[config.mk]
export PLATFORM = sky130hd
export DESIGN_NAME = apb_master_bridge
export DESIGN_NICKNAME = d
export VERILOG_FILES = /design/src/rtl/apb_pkg.sv /design/src/rtl/apb_watchdog.sv /design/src/rtl/apb_master_bridge.sv
export SDC_FILE = /design/constraint.sdc
export NUM_CORES = 1
export LEC_CHECK = 0
export ABC_CLOCK_PERIOD_IN_PS = 5050
export CORE_MARGIN = 5
export CORE_UTILIZATION = 45
export CTS_BUF_LIST = sky130_fd_sc_hd__clkbuf_2
export DETAILED_ROUTE_END_ITERATION = 8
export HOLD_SLACK_MARGIN = 0.15
export PLACE_DENSITY = 0.85
export SLEW_MARGIN = 20
export SYNTH_ARGS = -nofsm -noshare
export SYNTH_HDL_FRONTEND = slang
export SYNTH_SLANG_ARGS = --single-unit
[constraint.sdc]
create_clock -name p_clk_i -period 5.05 [get_ports p_clk_i]
set_input_delay 1.01 -clock p_clk_i [delete_from_list [all_inputs] [get_ports p_clk_i]]
set_output_delay 1.01 -clock p_clk_i [all_outputs]
set_load 0.03 [all_outputs]
[src/rtl/apb_pkg.sv]
// apb_pkg: shared state encoding, default widths and watchdog sizing for the APB bridge
package apb_pkg;
  typedef enum logic [1:0] {IDLE, SETUP, ACCESS, RESP} apb_state_t;
  localparam int APB_ADDR_W = 32;
  localparam int APB_DATA_W = 32;
  function automatic int wd_width(input int t);
    return t > 0 ? $clog2(t + 1) : 1;
  endfunction
endpackage

[src/rtl/apb_watchdog.sv]
// apb_watchdog: saturating ACCESS-cycle counter that flags the last cycle before the limit
module apb_watchdog #(
  parameter int W = 8
) (
  input  logic         clk_i,
  input  logic         rst_i,
  input  logic         clr_i,
  input  logic         en_i,
  input  logic [W-1:0] limit_i,
  output logic         expired_o
);
  logic [W-1:0] cnt_q, cnt_d;
  always_comb cnt_d = clr_i ? '0 : (en_i && cnt_q != {W{1'b1}}) ? cnt_q + W'(1) : cnt_q;
  always_ff @(posedge clk_i) cnt_q <= rst_i ? '0 : cnt_d;
  // fires on the stalled cycle that brings the count up to the limit; limit 0 disables
  assign expired_o = en_i && limit_i != '0 && cnt_q >= limit_i - W'(1);
endmodule

[src/rtl/apb_master_bridge.sv]
// apb_master_bridge: valid/ready command stream to APB initiator with ACCESS watchdog
module apb_master_bridge
  import apb_pkg::*;
#(
  parameter int ADDR_W  = APB_ADDR_W,
  parameter int DATA_W  = APB_DATA_W,
  parameter int TIMEOUT = 255
) (
  input  logic              p_clk_i,
  input  logic              p_rst_i,
  input  logic              cmd_valid_i,
  output logic              cmd_ready_o,
  input  logic              cmd_we_i,
  input  logic [ADDR_W-1:0] cmd_addr_i,
  input  logic [DATA_W-1:0] cmd_wdata_i,
  output logic              rsp_valid_o,
  input  logic              rsp_ready_i,
  output logic [DATA_W-1:0] rsp_rdata_o,
  output logic              rsp_err_o,
  output logic              rsp_timeout_o,
  output logic [ADDR_W-1:0] p_adr_o,
  output logic [DATA_W-1:0] p_dat_o,
  input  logic [DATA_W-1:0] p_dat_i,
  output logic              p_sel_o,
  output logic              p_enable_o,
  output logic              p_we_o,
  input  logic              p_ready_i,
  input  logic              p_slverr_i
);
  localparam int CW = wd_width(TIMEOUT);
  apb_state_t        state_q;
  logic              cmd_ready_q, rsp_valid_q, rsp_err_q, rsp_tout_q;
  logic              sel_q, enable_q, we_q;
  logic [DATA_W-1:0] rdata_q, dat_q;
  logic [ADDR_W-1:0] adr_q;
  logic              accept, expired;
  assign accept = state_q == IDLE && cmd_valid_i && cmd_ready_q;
  apb_watchdog #(.W(CW)) u_wd (
    .clk_i    (p_clk_i),
    .rst_i    (p_rst_i),
    .clr_i    (accept),
    .en_i     (state_q == ACCESS && !p_ready_i),
    .limit_i  (CW'(TIMEOUT)),
    .expired_o(expired)
  );
  always_ff @(posedge p_clk_i) begin
    if (p_rst_i) begin
      state_q     <= IDLE;
      cmd_ready_q <= 1'b0;
      rsp_valid_q <= 1'b0;
      rsp_err_q   <= 1'b0;
      rsp_tout_q  <= 1'b0;
      rdata_q     <= '0;
      sel_q       <= 1'b0;
      enable_q    <= 1'b0;
      we_q        <= 1'b0;
      adr_q       <= '0;
      dat_q       <= '0;
    end else begin
      case (state_q)
        IDLE: begin
          cmd_ready_q <= !accept;
          if (accept) begin
            state_q <= SETUP;
            sel_q   <= 1'b1;
            we_q    <= cmd_we_i;
            adr_q   <= cmd_addr_i;
            dat_q   <= cmd_we_i ? cmd_wdata_i : '0;
          end
        end
        SETUP: begin
          state_q  <= ACCESS;
          enable_q <= 1'b1;
        end
        ACCESS: begin
          // a ready slave beats the watchdog when both land on the same cycle
          if (p_ready_i || expired) begin
            state_q     <= RESP;
            rsp_valid_q <= 1'b1;
            rdata_q     <= (p_ready_i && !we_q) ? p_dat_i : '0;
            rsp_err_q   <= p_ready_i ? p_slverr_i : 1'b1;
            rsp_tout_q  <= !p_ready_i;
            sel_q       <= 1'b0;
            enable_q    <= 1'b0;
            we_q        <= 1'b0;
            adr_q       <= '0;
            dat_q       <= '0;
          end
        end
        RESP: begin
          if (rsp_ready_i) begin
            state_q     <= IDLE;
            cmd_ready_q <= 1'b1;
            rsp_valid_q <= 1'b0;
            rsp_err_q   <= 1'b0;
            rsp_tout_q  <= 1'b0;
            rdata_q     <= '0;
          end
        end
        default: state_q <= IDLE;
      endcase
    end
  end
  assign cmd_ready_o   = cmd_ready_q;
  assign rsp_valid_o   = rsp_valid_q;
  assign rsp_rdata_o   = rdata_q;
  assign rsp_err_o     = rsp_err_q;
  assign rsp_timeout_o = rsp_tout_q;
  assign p_adr_o       = adr_q;
  assign p_dat_o       = dat_q;
  assign p_sel_o       = sel_q;
  assign p_enable_o    = enable_q;
  assign p_we_o        = we_q;
endmodule

# Yosys cells after proc, flatten, opt, wreduce, memory -nomap -nowiden
# Index checks and enable logic that the tools add are counted.
classes:
  n_addsub: 1
  n_reduce_logical: 21
  muxes: 30
  n_eq_ne: 7
  n_lt_le_gt_ge: 1
ops:
  columns: ["op", "n"]
  rows:
  - ["$mux W32", 7]
  - ["$pmux W32 S2", 3]
  - ["$pmux W1 S2", 7]
  - ["$mux W1", 9]
  - ["$reduce_and A3 Y1", 3]
  - ["$add A8 B1 Y8 const B", 1]
  - ["$ge A8 B8 Y1 const B", 1]
  - ["$ne A8 B8 Y1 const B", 1]
  - ["$pmux W2 S4", 1]
  - ["$reduce_bool A2 Y1", 4]
  - ["$logic_and A1 B1 Y1", 6]
  - ["$mux W2", 3]
  - ["$eq A2 B2 Y1 const B", 2]
  - ["$ne A2 B2 Y1 const B", 2]
  - ["$reduce_and A2 Y1", 2]
  - ["$logic_not A1 Y1", 3]
  - ["$eq A2 B1 Y1 const B", 1]
  - ["$logic_not A2 Y1", 1]
  - ["$ne A2 B1 Y1 const B", 1]
  - ["$reduce_or A2 Y1", 1]
  - ["$logic_or A1 B1 Y1", 1]
totals:
  input_bits: 103
  register_bits: 113
  elab_cells: 72

# Depth between registers and ports, before layout
depth:
  word_depth: 6
  mapped_depth: 10

# Hierarchy
# A second synthesis with hierarchy kept.
hier_totals:
  hier_cells: 497
  hier_area_um2: 4652.0
by_module_without_submodules:
  columns: ["module", "seq_area_each_um2", "cells_per_inst", "instances", "area_per_inst_um2"]
  rows:
  - ["apb_master_bridge", 2102.0, 413, 1, 3937.5]
  - ["apb_watchdog", 160.2, 84, 1, 714.4]

# Worst setup path after synthesis
# Ideal clock, no wire load.
synth_path:
  kind: "input to register"
  startpoint: "input p_ready_i"
  endpoint: "register rdata_q[22], in the netlist rsp_rdata_o[22]"
  setup_slack_ns: 2.696
  cell_stages: 8
  arrival_ns: 2.238
  path_buffers: 4
  t_required_ns: 4.933
  path_cell_list: "clkbuf_1 > nor2b_1 > o31a_1 > buf_6 > o21ba_1 > buf_6 > buf_8 > a22o_1"
synth_between:
  elab_chain_cells: 6
  elab_cells_between_ends: 10
synth_lines:
  columns: ["item", "line_no", "rtl"]
  rows:
  - ["start, declared", "apb_master_bridge.sv:27", "input logic p_ready_i,"]
  - ["$logic_not A1 Y1", "apb_master_bridge.sv:42", ".en_i (state_q == ACCESS && !p_ready_i),"]
  - ["$logic_and A1 B1 Y1", "apb_master_bridge.sv:42", null]
  - ["$logic_and A1 B1 Y1", "apb_watchdog.sv:16", "assign expired_o = en_i && limit_i != '0 && cnt_q >= limit_i - W'(1);"]
  - ["$logic_or A1 B1 Y1", "apb_master_bridge.sv:77", "if (p_ready_i || expired) begin"]
  - ["$ne A2 B1 Y1 (no line)", null, null]
  - ["$reduce_and A3 Y1 (no line)", null, null]
  - ["end signal, assigned", "apb_master_bridge.sv:80", "rdata_q <= (p_ready_i && !we_q) ? p_dat_i : '0;"]
  - ["end, declared", "apb_master_bridge.sv:34", "logic [DATA_W-1:0] rdata_q, dat_q;"]
# Parallel ways exist; a longest one is shown, timed or not. The select of a mux whose other input is x is not followed.
# A chain may end at the register's enable or synchronous reset.

# Worst setup path after layout
layout_path:
  startpoint: "register we_q, in the netlist p_we_o"
  endpoint: "output p_we_o"
layout_rtl:
  columns: ["item", "line_no", "rtl"]
  rows:
  - ["start, declared", "apb_master_bridge.sv:33", "logic sel_q, enable_q, we_q;"]
  - ["start signal, assigned", "apb_master_bridge.sv:66", "we_q <= cmd_we_i;"]
  - ["end, declared", "apb_master_bridge.sv:26", "output logic p_we_o,"]
# No word-level cell between the ends.

==> results.py <==
metrics = {
    "synthesis": {
        "synthCells": 395,
        "synthesis.nets": 504,
        "synth_cell_types": 44,
        "synth_warnings": 0,
        "avgSynthCellArea_um2": 10.6,
        "ys_seq_area_frac": 0.541,
        "synthFlopType": "dfxtp_1",
        "synth-async-reset-ratio": 0,
        "ys_ff_latch": 113,
        "synth-edff-count": 0,
        "syn_area_um2": 4180,
    },
    "critical_path": {
        "endpoint_kind": "output pin",
        "slowest_stage": "clkdlybuf4s50_1",
        "arrival_ns": 1.79,
        "critical_path_class": "reg2out",
        "cp_slowest_stage_delay_ns": 0.73,
        "cp_cell_sequence": "clkdlybuf4s50_1",
        "critPathLaunchType": "flop",
        "crit_fanout": 3,
        "path_delay_family": "buffers and inverters",
        "cp.required_ns": 4.04,
        "critPathBufInv": 1,
    },
    "layout": {
        "num_antenna_cells": 0,
        "utilization": 0.706,
        "drive_above_1_share": 0.0796,
        "area_delta_synth_final_pct": 54.6,
        "layout_common_cells": "clkdlybuf4s50_1 (204), dfxtp_1 (113), a22o_1 (65), a21oi_1 (35), o21ai_0 (34)",
        "fin_nets": 699,
        "layout_commonest_cell": "clkdlybuf4s50_1",
        "postLayoutCellArea_um2": 6460,
    },
    "clocking": {
        "clk_path_buf_depth": 2,
        "clock-root-buffer": "clkbuf_2",
        "post_cts_resized": 0,
        "cts-buffers-inserted": 17,
        "cts_hold_buf": 0,
        "cts_num_sinks": 113,
        "path_clk_slew_ns": 0.17,
        "post_cts_buffers": 0,
        "cts_tree": "yes",
        "clk_latency_ns": 0.64,
        "htree_levels": 4,
    },
    "power_and_ir_drop": {
        "ir_drop_mv": 0.185,
        "power.total_mw": 2.93,
        "power_switching_mw": 1.18,
        "switching_share": 0.403,
        "power_density_nw_per_um2": 454,
        "pwr-share-comb": 0.433,
        "p_leak_nw": 2.38,
        "p_int_mw": 1.75,
        "power.share.clock": 0.180,
        "p_seq_frac": 0.388,
    },
    "grt": {
        "grt_pass1_vias": 3948,
        "overflow": 0,
        "antenna_found_initial": 0,
        "grt_use_total": 0.215,
        "grt_start_max_net_pins": 47,
        "grt_pass1_wl_um": 19600,
    },
    "detailed_routing": {
        "avgViaCountPerCell": 5.37,
        "wl_per_cell_um": 17.5,
        "detail_route.iter0.violations": 308,
        "first_pass_iters": 4,
        "drt-total-wl_um": 12500,
        "num_vias": 3835,
        "drc_errors": 0,
        "antenna_left": 0,
    },
    "sta": {
        "skew_ns": 0.0317,
        "setup_viol": 0,
        "finalHoldViolCount": 0,
        "grt_setup_unrepaired": "no",
        "fin_crit_sh": 0.554,
        "worst_pin_slew_ns": 1.06,
        "fmax_ghz": 0.357,
        "fin_tns_setup_ns": 0,
        "slew_violations": 0,
        "fin_crit_ns": 2.80,
        "slew_headroom": 0.291,
    },
    "run": {
        "drv_cap": 0,
    },
    "die": {
        "row_count": 35,
        "initial_utilization": 0.457,
        "ios": 206,
        "fp.dieH_um": 106,
        "die_w_um": 106,
        "coreArea_um2": 9150,
        "die_area_um2": 11300,
    },
    "place": {
        "dp_hpwl_um": 8870,
        "gp_congestion": 0.774,
        "dpl_cell_area_um2": 6240,
        "port_buffers": 205,
    },
    "status": {
        "status": "completed",
    },
    "hold_path": {
        "hold_class": "reg2reg",
    },
}
[cells in the mapped netlist (2+ instances only)]
master | count | area share
dfxtp_1 | 113 | 0.54
a22o_1 | 65 | 0.14
a21oi_1 | 36 | 0.043
o21ai_0 | 35 | 0.042
nand3b_1 | 32 | 0.057
clkbuf_1 | 25 | 0.022
nor2_1 | 15 | 0.013
ha_1 | 6 | 0.018
nand2b_1 | 5 | 0.0075
buf_2 | 4 | 0.0048
inv_1 | 4 | 0.0036
nand3_1 | 4 | 0.0048
xnor2_1 | 4 | 0.0084
a211oi_1 | 3 | 0.0054
buf_8 | 3 | 0.011
nand2_1 | 3 | 0.0027
o21a_1 | 3 | 0.0054
o31ai_1 | 3 | 0.0054
xor2_1 | 3 | 0.0063
buf_6 | 2 | 0.0054
nor2b_1 | 2 | 0.0030
nor3_1 | 2 | 0.0024
or4_1 | 2 | 0.0036
[per-stage QoR]
stage / hold slack [ns] / cells / worst slack (ns)
3_3_place_gp: 0.446 / 681 / 1.43
2_1_floorplan: 0.506 / 395 / 2.70
4_1_cts: 0.484 / 713 / 1.96
6_report: 0.484 / 714 / 2.25
3_5_place_dp: 0.458 / 681 / 1.32
5_1_grt: 0.502 / 714 / 2.11
[registers in the layout (all words and copies together) (netlist names), 2 cells and up]
| name | flops |
|---|---|
| p_adr_o | 32 |
| p_dat_o | 32 |
| rsp_rdata_o | 32 |
| u_wd.cnt_q | 8 |
| state_q | 2 |
[power groups by stage]
stage                     Combinational [mW]  Clock (mW)  Sequential [mW]
final                                   1.27       0.527             1.14
after global routing                    1.36       0.589             1.16
after CTS                               1.27       0.543             1.14
after detailed placement                1.27           0             1.16
after global placement                  1.24           0             1.15
after floorplan                        0.483           0             1.44
[final timing paths]
path,endpoint,startpoint,cells after the start,slack [ns]
worst max register to register,rsp_rdata_o[7]$_SDFFE_PP0P_,state_q[0]$_SDFFE_PP0P_,7,2.32
worst max-delay path,p_we_o,p_we_o$_SDFFE_PP0P_,1,2.25
worst min register to register,p_adr_o[3]$_SDFFE_PP0P_,p_adr_o[3]$_SDFFE_PP0P_,2,0.48
worst min-delay path,p_adr_o[3]$_SDFFE_PP0P_,p_adr_o[3]$_SDFFE_PP0P_,2,0.48
[final cells by class]
class	count	area, µm²
fillers	709	2690
flip-flops and latches	113	2260
repair buffers	211	2100
multi-input cells	243	1740
well taps	111	139
clock inverters	13	115
clock buffers	19	95.1
inverters	4	15.0
[tightest hold or removal path, stage by stage (launching register included)]
cell and delay (ns):
dfxtp_1 0.34, o21ai_0 0.06, a21oi_1 0.06
[metal layers]
layer | global-route usage | vias up | share of wire
li1 | - | 1854 | -
met1 | 0.245 | 1812 | 0.40
met2 | 0.359 | 152 | 0.49
met3 | 0.0886 | 17 | 0.091
met4 | 0.0842 | 0 | 0.021
met5 | 0 | - | 0
[kinds of logic (layout without fill, tap and decap cells)]
group           after synthesis  after routing  share of synthesized area
mux                           1              1                    0.00239
flops                       113            113                      0.541
buf+inv                      39            247                     0.0479
fa+ha+maj                     6              6                     0.0180
xor+xnor                      7              7                     0.0147
simple gates                 74             74                      0.118
compound gates              155            155                      0.258
No activity file was read; power rests on OpenSTA's default activity.
